<file path="src/rtl/time_adjust_ctrl.sv">
// time_adjust_ctrl: HH:MM:SS BCD timekeeper with 1 s prescaler, carry chain and per-digit adjust mode
module time_adjust_ctrl #(
  parameter int          CLK_HZ   = 50_000_000,
  parameter logic [23:0] INIT_BCD = 24'h000000
) (
  input  logic        CLOCK_50,
  input  logic        rst_n,
  input  logic        adjust,
  input  logic [3:0]  select,
  input  logic        add,
  input  logic        clr,
  output logic [23:0] time_bcd,
  output logic [5:0]  blink_mask,
  output logic        sec_pulse,
  output logic        day_carry
);
  localparam int PW = CLK_HZ > 1 ? $clog2(CLK_HZ) : 1;
  localparam logic [PW-1:0] TC = PW'(CLK_HZ - 1);
  typedef enum logic [1:0] {RUN, ADJ, RESYNC} state_t;
  state_t r_state, w_next;
  logic [PW-1:0] r_pre, w_pre;
  logic [5:0][3:0] r_t, w_t;
  logic r_add_q, r_clr_q, r_sec, r_dc;
  logic w_tc, w_sel_ok, w_add_e, w_clr_e, w_c0, w_c1, w_c2, w_c3, w_wrap;
  logic [2:0] w_sel;
  logic [3:0] w_lim;
  assign w_sel    = select[2:0];
  assign w_sel_ok = select < 4'd6;
  assign w_tc     = r_state == RUN && r_pre == TC;
  assign w_add_e  = r_state == ADJ && w_sel_ok && add && !r_add_q;
  assign w_clr_e  = r_state == ADJ && w_sel_ok && clr && !r_clr_q;
  assign w_c0     = r_t[0] == 4'd9;
  assign w_c1     = w_c0 && r_t[1] == 4'd5;
  assign w_c2     = w_c1 && r_t[2] == 4'd9;
  assign w_c3     = w_c2 && r_t[3] == 4'd5;
  assign w_wrap   = r_t[5] == 4'd2 && r_t[4] == 4'd3;
  assign w_lim    = (w_sel == 3'd1 || w_sel == 3'd3) ? 4'd5 :
                    (w_sel == 3'd5) ? 4'd2 :
                    (w_sel == 3'd4 && r_t[5] == 4'd2) ? 4'd3 : 4'd9;
  assign time_bcd   = r_t;
  assign sec_pulse  = r_sec;
  assign day_carry  = r_dc;
  assign blink_mask = (r_state == ADJ && w_sel_ok) ? 6'd1 << w_sel : 6'd0;
  // Mode sequencing and prescaler: counts only in RUN, freezes in ADJ, restarts from 0 on resync
  always_comb begin
    w_next = r_state == RUN ? (adjust ? RUN : ADJ) :
             r_state == ADJ ? (adjust ? RESYNC : ADJ) : RUN;
    w_pre  = (r_state == RESYNC || w_tc) ? '0 : r_state == RUN ? r_pre + 1'b1 : r_pre;
  end
  // Next time value: one-second carry chain in RUN, single-digit clr/add in ADJ, hour clamp always
  always_comb begin
    w_t = r_t;
    if (w_tc) begin
      w_t[0] = w_c0 ? 4'd0 : r_t[0] + 4'd1;
      w_t[1] = w_c1 ? 4'd0 : w_c0 ? r_t[1] + 4'd1 : r_t[1];
      w_t[2] = w_c2 ? 4'd0 : w_c1 ? r_t[2] + 4'd1 : r_t[2];
      w_t[3] = w_c3 ? 4'd0 : w_c2 ? r_t[3] + 4'd1 : r_t[3];
      w_t[4] = w_c3 ? ((w_wrap || r_t[4] == 4'd9) ? 4'd0 : r_t[4] + 4'd1) : r_t[4];
      w_t[5] = (w_c3 && w_wrap) ? 4'd0 : (w_c3 && r_t[4] == 4'd9) ? r_t[5] + 4'd1 : r_t[5];
    end else if (w_clr_e)
      w_t[w_sel] = 4'd0;
    else if (w_add_e)
      w_t[w_sel] = r_t[w_sel] >= w_lim ? 4'd0 : r_t[w_sel] + 4'd1;
    if (w_t[5] == 4'd2 && w_t[4] > 4'd3) w_t[4] = 4'd3;
  end
  // State, prescaler, time digits, key history and registered pulses
  always_ff @(posedge CLOCK_50 or negedge rst_n) begin
    if (!rst_n) begin
      r_state <= RUN;
      r_pre   <= '0;
      r_t     <= INIT_BCD;
      r_add_q <= 1'b0;
      r_clr_q <= 1'b0;
      r_sec   <= 1'b0;
      r_dc    <= 1'b0;
    end else begin
      r_state <= w_next;
      r_pre   <= w_pre;
      r_t     <= w_t;
      r_add_q <= add;
      r_clr_q <= clr;
      r_sec   <= w_tc;
      r_dc    <= w_tc && w_c3 && w_wrap;
    end
  end
endmodule

</file>
<file path="config.mk">
export PLATFORM = sky130hd
export DESIGN_NAME = time_adjust_ctrl
export DESIGN_NICKNAME = d
export VERILOG_FILES = /design/src/rtl/time_adjust_ctrl.sv
export SDC_FILE = /design/constraint.sdc
export NUM_CORES = 1
export LEC_CHECK = 0
export CORE_MARGIN = 8
export CORE_UTILIZATION = 29
export DETAILED_ROUTE_END_ITERATION = 6
export SYNTH_ARGS = -nofsm -noshare
export SYNTH_HDL_FRONTEND = slang
export SYNTH_SLANG_ARGS = --single-unit
</file>
<file path="constraint.sdc">
create_clock -name CLOCK_50 -period 4.8 [get_ports CLOCK_50]
set_input_delay 0.96 -clock CLOCK_50 [delete_from_list [all_inputs] [get_ports CLOCK_50]]
set_output_delay 0.96 -clock CLOCK_50 [all_outputs]
set_load 0.005 [all_outputs]
</file>
# == Word-level counts from Yosys, hierarchy flattened ==
# Index checks and enable logic that the tools add are counted.
# W data, S select, Z words.
# classes
n_addsub,8
n_reduce_logical,28
n_eq_ne,18
shifts,1
muxes,31
order_cmp,5
bitwise_logic,2
# ops
cell,n
$mux W24,3
$mux W4,18
$mux W26,2
$add A4 B1 Y4 const B,7
$add A26 B1 Y26 const B,1
$eq A26 B26 Y1 const B,1
$and A24 B24 Y24,1
$bwmux W24,1
$not A24 Y24,1
$logic_and A1 B1 Y1,17
$bmux W4 S3,1
$demux W4 S3,1
$eq A4 B2 Y1 const B,3
$eq A4 B4 Y1 const B,3
$ne A3 B1 Y1 const B,3
$eq A4 B3 Y1 const B,2
$eq A3 B3 Y1 const B,2
$mux W2,3
$mux W6,1
$reduce_and A2 Y1,3
$shl A1 B3 Y6 const A,1
$ge A4 B4 Y1,1
$gt A4 B2 Y1 const B,1
$lt A3 B4 Y1 const B,1
12 further kinds,15
# totals
inputBits,9
word_cells,105
output_inout_bits,32
regBits,56

# == Depth between registers and ports, before layout ==
# Gate-level depths: netlist of run 1.
# logic_depth
depth_word,14
mapped_depth,15
depth_no_buf,14

# == Worst setup path before layout of run 1 ==
# Ideal clock, no wire load.
# synth_path
path_type,input-to-reg
startpoint,input select[0]
endpoint,"register r_t, in the netlist time_bcd[18]"
path_slack_ns,0.467
setup_ns,0.119
path_stages,12
required_time_ns,4.681
n_path_buf,1
arrival_time_ns,4.214
cell_sequence,buf_1 > mux2_2 > a22oi_1 > o21a_1 > ha_1 > nand2b_1 > a2111oi_0 > o21ai_0 > nor2_1 > a211oi_1 > or4_4 > and2_1
# synth_rtl
item,line_no,source
from (decl),9,"input logic [3:0] select,"
to (signal assigned),79,r_t <= w_t;
to (decl),22,"logic [5:0][3:0] r_t, w_t;"

==> flow_metrics.py, run 1 <==
metrics = {
    "worst_setup_path": {
        "worstPathArrival_ns": 4.43,
        "worstSetupStartpointType": "input port",
        "end_kind": "flip-flop",
        "critPathKind": "input port to flip-flop",
        "regToRegSetupSlack_ns": 1.39,
        "cp_slowest_cell": "clkdlybuf4s50_1",
        "cpPeakStageDelay_ns": 0.65,
        "cp_max_fo": 10,
        "crit_chain": "clkdlybuf4s50_1 -> nor2b_1 -> a22oi_1 -> o21a_1 -> ha_1 -> nand2b_1 -> a2111oi_0 -> buf_4 -> o21ai_0 -> nor2_1 -> a211oi_1 -> or4_4 -> and2_1",
        "required_ns": 5.00,
    },
    "power_and_ir_drop": {
        "power_mw": 1.27,
        "ir_drop_uv": 145,
        "power_density_mw_per_mm2": 268,
        "p_leak_nw": 1.91,
    },
    "timing": {
        "fin_worst_skew_ns": 0.00783,
        "setup-violations-final": 0,
        "fmax_mhz": 237,
        "max_slew_margin": 0.402,
        "setup_ws_ns": 0.573,
        "fin_tns_setup_ns": 0,
        "hold_violations": 0,
        "slew_violations": 0,
        "min_period_ns": 4.23,
        "rsz0062_at_grt": "no",
        "tightest_slew_ns": 0.890,
        "fin_crit_sh": 0.881,
        "whs_ns": 0.514,
    },
    "placement": {
        "dpl.hpwl_mm": 8.85,
        "dp_slack_ns": 0.332,
        "port_buffers": 40,
        "gp_congestion": 0.975,
    },
    "yosys": {
        "yosys_warnings": 0,
        "synth_area_leader_cell": "dfrtp_1",
        "syn_area_per_cell_um2": 8.52,
        "synthCells": 461,
        "synth_edf_count": 0,
        "yosysSeqAreaShare": 0.357,
        "synth-xor-area-share": 0.0446,
        "postSynth.asyncResetShare": 1.00,
        "synthAdderAreaFrac": 0.0510,
        "synth_simple_gate_area_frac": 0.285,
        "synth_top_area_frac": 0.357,
        "dominantRegCellSynth": "dfrtp_1",
        "synth_nets": 486,
        "ys_types": 67,
        "synth_top_family_by_area": "simple AND/OR/NAND/NOR gates",
        "synth_common_cells": "56 x dfrtp_1, 52 x nand2_1, 46 x nor2_1",
        "muxShareOfSynthArea": 0.0379,
        "yosysMostFrequentCell": "dfrtp_1",
        "ys_seq_elements": 56,
        "synth_area_leaders": "dfrtp_1 36%, ha_1 5.1%, o21ai_0 5.1%, nand2_1 5.0%, nor2_1 4.4%",
        "synth_compound_area_frac": 0.192,
        "syn-cell-area_mm2": 0.00393,
    },
    "cells_and_area": {
        "n_antenna_cell": 0,
        "num-nets-final": 532,
        "final_util": 0.357,
        "nFillCells": 1384,
        "layout-drive-gt1-share": 0.0965,
        "areaGrowthSynthToFinish_pct": 20.5,
    },
    "die": {
        "rows": 42,
        "die_area_mm2": 0.0175,
        "initial_core_util": 0.296,
        "die_width_um": 132,
        "core-area_mm2": 0.0132,
        "die_y_um": 132,
        "io_pins": 41,
    },
    "drt": {
        "num_vias": 3734,
        "drt_iter0_drc": 279,
        "ant_nets": 0,
        "via_per_inst": 5.46,
        "drc_errors": 0,
        "avgRoutedWirePerCell_um": 17.5,
        "first_pass_iters": 5,
        "routed_wl_mm": 12.0,
    },
    "global_route": {
        "grt_pass1_wl_mm": 19.4,
        "grt_pass1_vias": 3741,
        "grt_use_total": 0.134,
        "grt_max_degree": 57,
        "antenna_found_initial": 0,
        "globalRoute.totalOverflow": 0,
    },
    "clocking": {
        "clk_pin_slew_ns": 0.08,
        "clkSinkCount": 56,
        "cts_setup_buffers": 0,
        "post_cts_resized": 0,
        "cts_tree": "done",
        "clockBufferDepth": 2,
        "cts-root-buf": "clkbuf_16",
        "postCtsHoldBufs": 0,
        "cts-buffers-inserted": 5,
        "htreeDepth": 2,
        "clkLatencyLatePin_ns": 0.30,
    },
    "flow_run": {
        "drv_cap": 0,
    },
    "hold_path": {
        "hold_path_class": "flip-flop to flip-flop",
    },
    "status": {
        "status": "completed",
    },
}
-- critical path: cells and delay by family --
| kind | cells | cell delay [ns] |
|---|---|---|
| adders and majority gates | 1 | 0.28 |
| AOI/OAI and AO/OA | 5 | 0.93 |
| buffers and inverters | 2 | 0.85 |
| and+or+nand+nor | 5 | 1.39 |
-- final timing paths --
check / end / depth (start not counted) / from
min in group asynchronous: time_bcd[8] / 2 / rst_n
hold reg to reg: r_pre[5] / 1 / r_pre[5]
hold / removal: r_pre[5] / 1 / r_pre[5]
setup / recovery: time_bcd[18] / 13 / select[2]
max in group asynchronous: time_bcd[22] / 2 / rst_n
setup reg to reg: time_bcd[18] / 12 / time_bcd[20]
-- area by class of cell --
type | count | area [µm²] | area share
clock buffers | 5 | 125 | 0.0264
clock inverters | 3 | 28.8 | 0.00608
inverters | 18 | 67.6 | 0.0143
multi-input cells | 373 | 2400 | 0.506
flip-flops and latches | 56 | 1400 | 0.296
well taps | 176 | 220 | 0.0465
repair buffers | 53 | 493 | 0.104
-- per-stage QoR --
step	area (µm²)	cells
after floorplan	3930	461
after global placement	4580	676
after detailed placement	4580	676
after CTS	4730	684
after global routing	4730	684
final	4730	684
-- placed cells by master, fill, tap and decap left out, types with 13 or more instances in the layout --
cell and instances:
a21oi_1 13, nand3_1 24, buf_4 13, clkdlybuf4s50_1 39, inv_1 17, ha_1 16, nand2_1 52, dfrtp_1 56
nor2_1 46, xor2_1 13, o21ai_0 40
-- state kept, by name, indices dropped and copies added (netlist names) --
| register | flops |
|---|---|
| time_bcd | 24 |
| day_carry | 1 |
| r_pre | 26 |
| r_clr_q | 1 |
| r_add_q | 1 |
| sec_pulse | 1 |
| r_state | 2 |
-- power breakdown --
group          total (mW)  internal (mW)  switching, mW
clock               0.399          0.202          0.197
combinational       0.293          0.142          0.151
sequential          0.577          0.508         0.0697
-- logic make-up (layout without fill, tap and decap cells) --
family,after synthesis,after routing
simple gates,210,210
flops,56,56
buf+inv,32,79
mux,14,14
compound gates,113,113
fa+ha+maj,16,16
xor+xnor,20,20
-- layer usage --
metal	vias up	global-route usage	routed length [µm]
met5	-	0	0
met4	0	0.0530	354
met3	30	0.0309	765
met2	142	0.215	5460
met1	1786	0.170	5380
li1	1776	-	-
No activity file was read; power rests on OpenSTA's default activity.
==> inputs of run 2 (changes only) <==
--- a/config.mk
+++ b/config.mk
@@ -5,9 +5,10 @@
 export SDC_FILE = /design/constraint.sdc
 export NUM_CORES = 1
 export LEC_CHECK = 0
-export CORE_MARGIN = 8
+export CORE_MARGIN = 2
 export CORE_UTILIZATION = 29
 export DETAILED_ROUTE_END_ITERATION = 6
+export GPL_TIMING_DRIVEN = 0
 export SYNTH_ARGS = -nofsm -noshare
 export SYNTH_HDL_FRONTEND = slang
 export SYNTH_SLANG_ARGS = --single-unit
==> run 2 against run 1 <==
Hold slack better by 0.0079 ns. Final cell count is 0.29% higher. Combinational power is 4% higher. Sequential share of layout area hardly changed. Critical path depth stayed put. Sequential power is 2% lower. Global-route usage is 2.9 points higher.
==> flow_metrics.py, run 2 (same netlist as run 1, synthesis figures left out) <==
metrics = {
    "status": {
        "status": "completed",
    },
    "worst_setup_path": {
        "timing.rr.start": "time_bcd[0]",
        "crit_start": "select[0]",
        "endpoint": "time_bcd[18]",
        "cp.depth": 13,
        "end_kind": "flip-flop",
        "crit_chain": "clkdlybuf4s50_1 -> buf_2 -> mux2_2 -> a22oi_1 -> o21a_1 -> ha_1 -> nand2b_1 -> a2111oi_4 -> o21ai_2 -> nor2_1 -> a211oi_1 -> or4_4 -> and2_1",
        "cpPeakStageDelay_ns": 0.60,
        "cp_slowest_cell": "clkdlybuf4s50_1",
        "critPathKind": "input port to flip-flop",
        "required_ns": 4.99,
        "regToRegSetupSlack_ns": 1.35,
        "worstPathArrival_ns": 4.71,
        "path_delay_family": "compound AO/OA/AOI/OAI gates",
        "rr_worst_depth": 12,
        "cp_max_fo": 10,
        "worstSetupStartpointType": "input port",
        "critPathBufInv": 2,
        "r2r-end": "time_bcd[18]",
    },
    "power_and_ir_drop": {
        "ir_drop_uv": 157,
        "power_density_mw_per_mm2": 264,
        "p_leak_nw": 1.89,
        "power_mw": 1.25,
    },
    "clocking": {
        "cts-root-buf": "clkbuf_16",
        "clkLatencyLatePin_ns": 0.31,
        "clkSinkCount": 56,
        "clockBufferDepth": 2,
        "postCtsHoldBufs": 0,
        "cts-buffers-inserted": 5,
        "clk_pin_slew_ns": 0.08,
        "htreeDepth": 2,
        "cts_tree": "done",
    },
    "die": {
        "die_y_um": 120,
        "die_area_mm2": 0.0145,
        "rows": 42,
        "die_width_um": 120,
        "core-area_mm2": 0.0132,
        "initial_core_util": 0.296,
        "io_pins": 41,
    },
    "timing": {
        "fmax_mhz": 221,
        "fin_tns_setup_ns": 0,
        "max_slew_margin": 0.263,
        "setup-violations-final": 0,
        "tightest_slew_ns": 1.10,
        "rsz0062_at_grt": "no",
        "fin_crit_sh": 0.942,
        "slew_violations": 0,
        "hold_violations": 0,
        "fin_worst_skew_ns": 0.0114,
        "min_period_ns": 4.52,
    },
    "drt": {
        "first_pass_iters": 5,
        "avgRoutedWirePerCell_um": 16.8,
        "drt_iter0_drc": 402,
        "via_per_inst": 5.41,
        "ant_nets": 0,
        "num_vias": 3708,
        "routed_wl_mm": 11.5,
        "drc_errors": 0,
    },
    "cells_and_area": {
        "num-nets-final": 534,
        "final_util": 0.357,
        "largest_reg_flops": 26,
        "n_antenna_cell": 0,
        "nFillCells": 1372,
        "multi_input_area_mm2": 0.00242,
        "largest-register": "r_pre",
        "layout_commonest_cell": "dfrtp_1",
        "areaGrowthSynthToFinish_pct": 20.5,
        "layout-drive-gt1-share": 0.0863,
        "final_cell_mix": "56 x dfrtp_1, 52 x nand2_1, 46 x nor2_1",
        "regArea_mm2": 0.00140,
        "fin_cells": 686,
    },
    "hold_path": {
        "hold_path_class": "flip-flop to flip-flop",
    },
    "placement": {
        "dpl.hpwl_mm": 8.58,
        "port_buffers": 39,
        "gp_congestion": 0.914,
        "place_inst": 677,
    },
    "global_route": {
        "grt_pass1_wl_mm": 18.8,
        "grt_use_total": 0.162,
        "antenna_found_initial": 0,
        "globalRoute.totalOverflow": 0,
        "grt_pass1_vias": 3581,
        "grt_max_degree": 38,
    },
    "flow_run": {
        "drv_cap": 0,
    },
}
run 2: through the flow:
step | hold slack [ns] | area (µm²) | setup slack, ns
2_1_floorplan | 0.460 | 3930 | 0.467
3_3_place_gp | 0.493 | 4540 | -0.913
3_5_place_dp | 0.503 | 4550 | -1.06
4_1_cts | 0.515 | 4710 | 0.0516
5_1_grt | 0.543 | 4730 | 0.0692
6_report | 0.522 | 4730 | 0.277
run 2: layout make-up:
type | instances | area share
Clock buffer | 5 | 0.0264
Sequential cell | 56 | 0.296
Tap cell | 176 | 0.0465
Buffer | 14 | 0.0135
Timing Repair Buffer | 41 | 0.0873
Multi-Input combinational cell | 373 | 0.511
Clock inverter | 3 | 0.00450
Inverter | 18 | 0.0143
run 2: per-layer routing:
layer  up-vias  GRT usage  wire length, µm
li1       1789          -                -
met1      1784      0.221             5360
met2       115      0.261             5310
met3        20     0.0292              630
met4         0     0.0516              201
met5         -          0                0
run 2: worst min-delay path by stage:
stage	start	slack (ns)	cells past startpoint	end
6_report	r_pre[5]	0.52	1	r_pre[5]
5_1_grt	r_pre[5]	0.54	1	r_pre[5]
3_5_place_dp	r_pre[5]	0.50	1	r_pre[5]
4_1_cts	r_pre[5]	0.52	1	r_pre[5]
2_1_floorplan	r_pre[24]	0.46	1	r_pre[24]
3_3_place_gp	r_pre[5]	0.49	1	r_pre[5]
run 2: what timing repair did:
| action | in CTS | in global routing |
|---|---|---|
| gates resized for setup | 4 | 4 |
| pin swaps | 0 | 1 |
| endpoints found under the setup margin | 8 | 3 |
| setup buffers | 0 | 1 |
run 2: power by group:
part	internal [mW]	leakage [nW]	switching, mW	total (mW)
logic	0.142	1.07	0.162	0.304
registers	0.508	0.747	0.0590	0.567
clock network	0.195	0.0702	0.183	0.379
total	0.845	1.89	0.404	1.25
==> patch 1, RTL diff (settings of run 2) <==
Make the reset (`rst_n`) synchronous in one clocked block.
--- a/src/rtl/time_adjust_ctrl.sv
+++ b/src/rtl/time_adjust_ctrl.sv
@@ -64,7 +64,7 @@
     if (w_t[5] == 4'd2 && w_t[4] > 4'd3) w_t[4] = 4'd3;
   end
   // State, prescaler, time digits, key history and registered pulses
-  always_ff @(posedge CLOCK_50 or negedge rst_n) begin
+  always_ff @(posedge CLOCK_50) begin
     if (!rst_n) begin
       r_state <= RUN;
       r_pre   <= '0;
Behaviour: differs if rst_n is asserted again (counterexample within 4 cycles, from zero or initial values and one cycle with rst_n low); with rst_n held inactive, the same outputs for 10 cycles.
==> patch 1 against run 2 <==
Hold slack lost 0.0024 ns; sequential cell count unchanged; global-route usage increased by 0.16 points; via count increased by 1.1%; worst setup slack gained 0.026 ns; design area is 3.8% lower; wire length down 1.4%; maximum frequency increased by 0.57%; synthesized area down 3.3%.
Power is not compared: it rests on default switching activity, and its combinational part moved more than twofold at a synthesized area within 25%.
==> patch 1: results (changes against run 2) <==
Synth top cells by count: nor2_1 (58), dfxtp_1 (56), nand2_1 (39)
Mapped Cells: 473 (+2.6%)
worst clock skew: 0.0115 ns (+0.0000274 ns)
FILL cells: 1,361 (-0.80%)
count of cell types in the netlist: 73 (+9.0%)
async set or reset register ratio after synthesis: 0 (-1.00)
met2 Resource Use GR: 0.279 (+0.0175)
largest net degree at the start of global routing: 17 (-55%)
DR WL/cell: 16.4 µm (-1.9%)
GP Congestion: 0.920 (+0.62%)
Tot GR Track Use: 0.164 (+0.00157)
Synth Area in XOR/XNOR: 0.0692 (+0.0246)
Post-synth top flop: dfxtp_1
met3 GRT Util: 0.0241 (-0.00511)
layout cells sized above 1: 0.0946 (+0.00832)
drt drc: 0 (unchanged)
post-synthesis adder-cell area fraction: 0.0527 (+0.00171)
Num CTS Buffers: 5 (unchanged)
status: finished clean
CTS clock-pin slew for the worst setup and hold paths: 0.07 ns
Inst Count DP: 683 (+0.89%)
vias in the first global route: 3,636 (+1.5%)
Via Count: 3,750 (+1.1%)
port bufs: 38 (-2.6%)
sequential element share of the synthesized area: 0.295 (-0.0618)
global-route wire length before repair: 18,800 µm (+0.11%)
syn_nets: 498 (+2.5%)
met1 usage in global routing: 0.215 (-0.00651)
complex-gate fraction of the synthesized area: 0.185 (-0.00672)
mux cell area share after synthesis: 0.0366 (-0.00136)
relative slew slack: 0.372 (+0.110)
top cells by area, synth: dfxtp_1 (30%), nor2_1 (5.7%), ha_1 (5.3%)
fin nets: 543 (+1.7%)
DRT iter0 DRCs: 259 (-36%)
vias per std cell: 5.43 (+0.55%)
Biggest register: r_pre
Place WS: -0.551 ns (+0.505 ns)
Final HPWL DP: 8600 µm (+0.15%)
max reg flops: 26 (unchanged)
## patch 1: cell count changes after synthesis, moves of 5 or more
cell,change
dfrtp_1,-56
dfxtp_1,+56
nand2_1,-13
nand3_1,+6
nand4_1,+7
nor2_1,+12
o21ai_0,-19
o22ai_1,+6
xnor2_1,+5
xor2_1,+5
## patch 1: layer usage
metal  up-vias  part of all wire  routed length (µm)
li1       1823                 -                   -
met1      1794              0.46                5190
met2       117              0.46                5270
met3        16             0.062                 698
met4         0             0.016                 179
met5         -                 0                   0
## patch 1: what timing repair did
item                                    4_1_cts  5_1_grt
endpoints found under the setup margin        4        4
cloned                                        0        0
gates resized for setup                       1        3
hold buffers                                  0        0
## patch 1: power groups by stage
stage	clock, mW	combinational (mW)	sequential (mW)
floorplan	0	0.0430	0.484
global route	0.393	0.0736	0.475
detailed placement	0	0.0659	0.485
finish	0.366	0.0682	0.474
global placement	0	0.0650	0.485
CTS	0.373	0.0664	0.474
## patch 1: worst max-delay path, stage by stage
cell and delay, ns:
clkdlybuf4s50_1 0.53, clkbuf_2 0.26, mux4_2 0.35, a22oi_1 0.39
ha_1 0.31, nand2b_1 0.15, a211o_1 0.38, a2111oi_4 0.45
a221oi_1 0.22, nor3_2 0.22, nand4b_2 0.20, a221oi_2 0.30
## patch 1: area by class of cell
cell class | instances | area [µm²] | area share
buffer | 15 | 78.8 | 0.0173
clock buffer | 5 | 125 | 0.0275
clock inverter | 2 | 12.5 | 0.00275
inverter | 14 | 52.6 | 0.0115
multi-input combinational | 388 | 2560 | 0.564
sequential | 56 | 1120 | 0.246
tap | 172 | 215 | 0.0473
timing repair buffer | 38 | 380 | 0.0836
## patch 1: metrics by stage
stage,setup TNS (ns),cell area (µm²),util
after floorplan,0,3800,-
after global placement,-2.52,4390,0.345
after detailed placement,-2.14,4390,0.345
after CTS,0,4540,0.357
after global routing,0,4550,0.358
final,0,4550,0.358
## patch 1: final timing paths
| check | start | end | slack, ns | depth (start not counted) |
|---|---|---|---|---|
| max | select[1] | time_bcd[16]$_SDFF_PN0_ | 0.30 | 12 |
| min | r_pre[20]$_SDFFE_PP0P_ | r_pre[20]$_SDFFE_PP0P_ | 0.52 | 2 |
| max reg2reg | time_bcd[0]$_SDFFE_PN0P_ | time_bcd[16]$_SDFF_PN0_ | 1.14 | 11 |
| min reg2reg | r_pre[20]$_SDFFE_PP0P_ | r_pre[20]$_SDFFE_PP0P_ | 0.52 | 2 |
==> patch 2, RTL diff (config.mk and constraints of run 2) <==
Without the edit above. The parameter `CLK_HZ` goes from 50_000_000 to 200_000_000.
--- a/src/rtl/time_adjust_ctrl.sv
+++ b/src/rtl/time_adjust_ctrl.sv
@@ -1,6 +1,6 @@
 // time_adjust_ctrl: HH:MM:SS BCD timekeeper with 1 s prescaler, carry chain and per-digit adjust mode
 module time_adjust_ctrl #(
-  parameter int          CLK_HZ   = 50_000_000,
+  parameter int          CLK_HZ   = 200_000_000,
   parameter logic [23:0] INIT_BCD = 24'h000000
 ) (
   input  logic        CLOCK_50,
Behaviour: same outputs for any inputs over 10 cycles, from zero or initial values and one cycle with rst_n low; that may be too few to reach the edited logic, so the function may still have changed.
==> patch 2 against run 2 <==
Global-route usage is 0.061 points higher; synthesized area up 3.0%; clock power grew 99%; wire length rose by 2.8%; core utilization increased by 0.76 points; via count increased by 3.4%; worst setup slack better by 0.18 ns; cell count is 2.6% higher; synthesized cell count grew 1.5%; maximum frequency up 4.1%; power grew 38%; sequential cell count increased by 2; design area is 6.2% higher; largest power group is now clock.
==> patch 2: results (changes against run 2) <==
DRT iter0 DRCs: 327 (-19%)
port bufs: 39 (unchanged)
max reg flops: 28 (+7.7%)
leak pwr: 2.04 nW (+7.9%)
relative slew slack: 0.237 (-0.0258)
vias in the first global route: 3,718 (+3.8%)
Comb pwr share: 0.204 (-0.039)
worst clock skew: 0.00962 ns (-0.00181 ns)
GP Congestion: 0.897 (-1.9%)
Max H-tree Level: 3 (+1)
Place WS: -0.0971 ns (+0.959 ns)
syn_nets: 493 (+1.4%)
Power Internal: 1.21 mW (+43%)
met1 usage in global routing: 0.220 (-0.00105)
fin nets: 544 (+1.9%)
Setup violations, final: 0 (unchanged)
top cells by area, synth: dfrtp_1 (36%), nor2_1 (5.2%), ha_1 (4.9%)
Num CTS Buffers: 9 (+4)
seq pwr: 0.615 mW (+8.5%)
layout cells sized above 1: 0.0935 (+0.00724)
global-route wire length before repair: 19,000 µm (+1.2%)
DR top layer: met4
Synth top cells by count: dfrtp_1 (58), nor2_1 (56), nand2_1 (53)
met2 Resource Use GR: 0.248 (-0.0131)
count of cell types in the netlist: 74 (+10%)
most frequent cell after synthesis: dfrtp_1
DRT Wirelength: 11,800 µm (+2.8%)
wire length on met3: 633 µm (+0.48%)
Biggest register: r_pre
Crit Path Max Fanout: 10 (unchanged)
largest net degree at the start of global routing: 40 (+5.3%)
vias per std cell: 5.45 (+0.75%)
CTS clock-pin slew for the worst setup and hold paths: 0.06 ns (-0.02 ns)
antenna violations before repair: 0 (unchanged)
met2 wire len: 5490 µm (+3.4%)
status: finished clean
# diodes: 0 (unchanged)
met3 GRT Util: 0.0295 (+0.000249)
met1 wire length: 5350 µm (-0.22%)
CP delay by family, top: simple AND/OR/NAND/NOR gates
Tot GR Track Use: 0.163 (+0.000610)
Worst-Skew Late Latency: 0.34 ns (+0.03 ns)
sequential element share of the synthesized area: 0.359 (+0.00188)
Final HPWL DP: 8600 µm (+0.23%)
combinational power: 0.352 mW (+16%)
critical path's largest stage delay: 0.56 ns (-0.04 ns)
Peak VDD IR: 183 µV (+17%)
WP data arrival: 4.58 ns (-0.13 ns)
patch 2: timing repair:
action / in CTS / in global routing
hold buffers: 0 / 0
resized for setup: 0 / 1
endpoints found under the setup margin: 0 / 4
patch 2: kinds of logic after synthesis:
group	count (synthesis)	share of synthesized area
XOR/XNOR	22	0.0476
adder cells (fa/ha/maj)	16	0.0495
flip-flops	58	0.359
multiplexers	16	0.0473
AND/OR/NAND/NOR	226	0.293
AO/OA/AOI/OAI	97	0.166
buffers and inverters	33	0.0377
patch 2: per-stage QoR:
stage	cell area, µm²	hold slack (ns)	cells
2_1_floorplan	4050	0.460	468
3_3_place_gp	4660	0.492	687
3_5_place_dp	4680	0.495	688
4_1_cts	5020	0.502	704
5_1_grt	5020	0.527	704
6_report	5020	0.508	704
patch 2: final timing paths:
path | startpoint | endpoint | slack (ns) | cells past startpoint
setup / recovery | select[1] | time_bcd[16]$_DFF_PN0_ | 0.46 | 13
hold / removal | r_pre[22]$_DFFE_PN0P_ | r_pre[22]$_DFFE_PN0P_ | 0.51 | 1
setup reg to reg | time_bcd[0]$_DFFE_PN0P_ | time_bcd[16]$_DFF_PN0_ | 1.22 | 12
hold reg to reg | r_pre[22]$_DFFE_PN0P_ | r_pre[22]$_DFFE_PN0P_ | 0.51 | 1
max in group asynchronous | rst_n | time_bcd[12]$_DFFE_PN0P_ | 3.64 | 2
min in group asynchronous | rst_n | r_pre[24]$_DFFE_PN0P_ | 0.57 | 1
patch 2: final cells by class:
type / instances / area (µm²)
flip-flops and latches: 58 / 1450
inverters: 15 / 56.3
multi-input cells: 377 / 2450
clock inverters: 6 / 115
clock buffers: 10 / 229
plain buffers: 18 / 96.3
repair buffers: 40 / 405
fillers: 1436 / 8750
well taps: 180 / 225
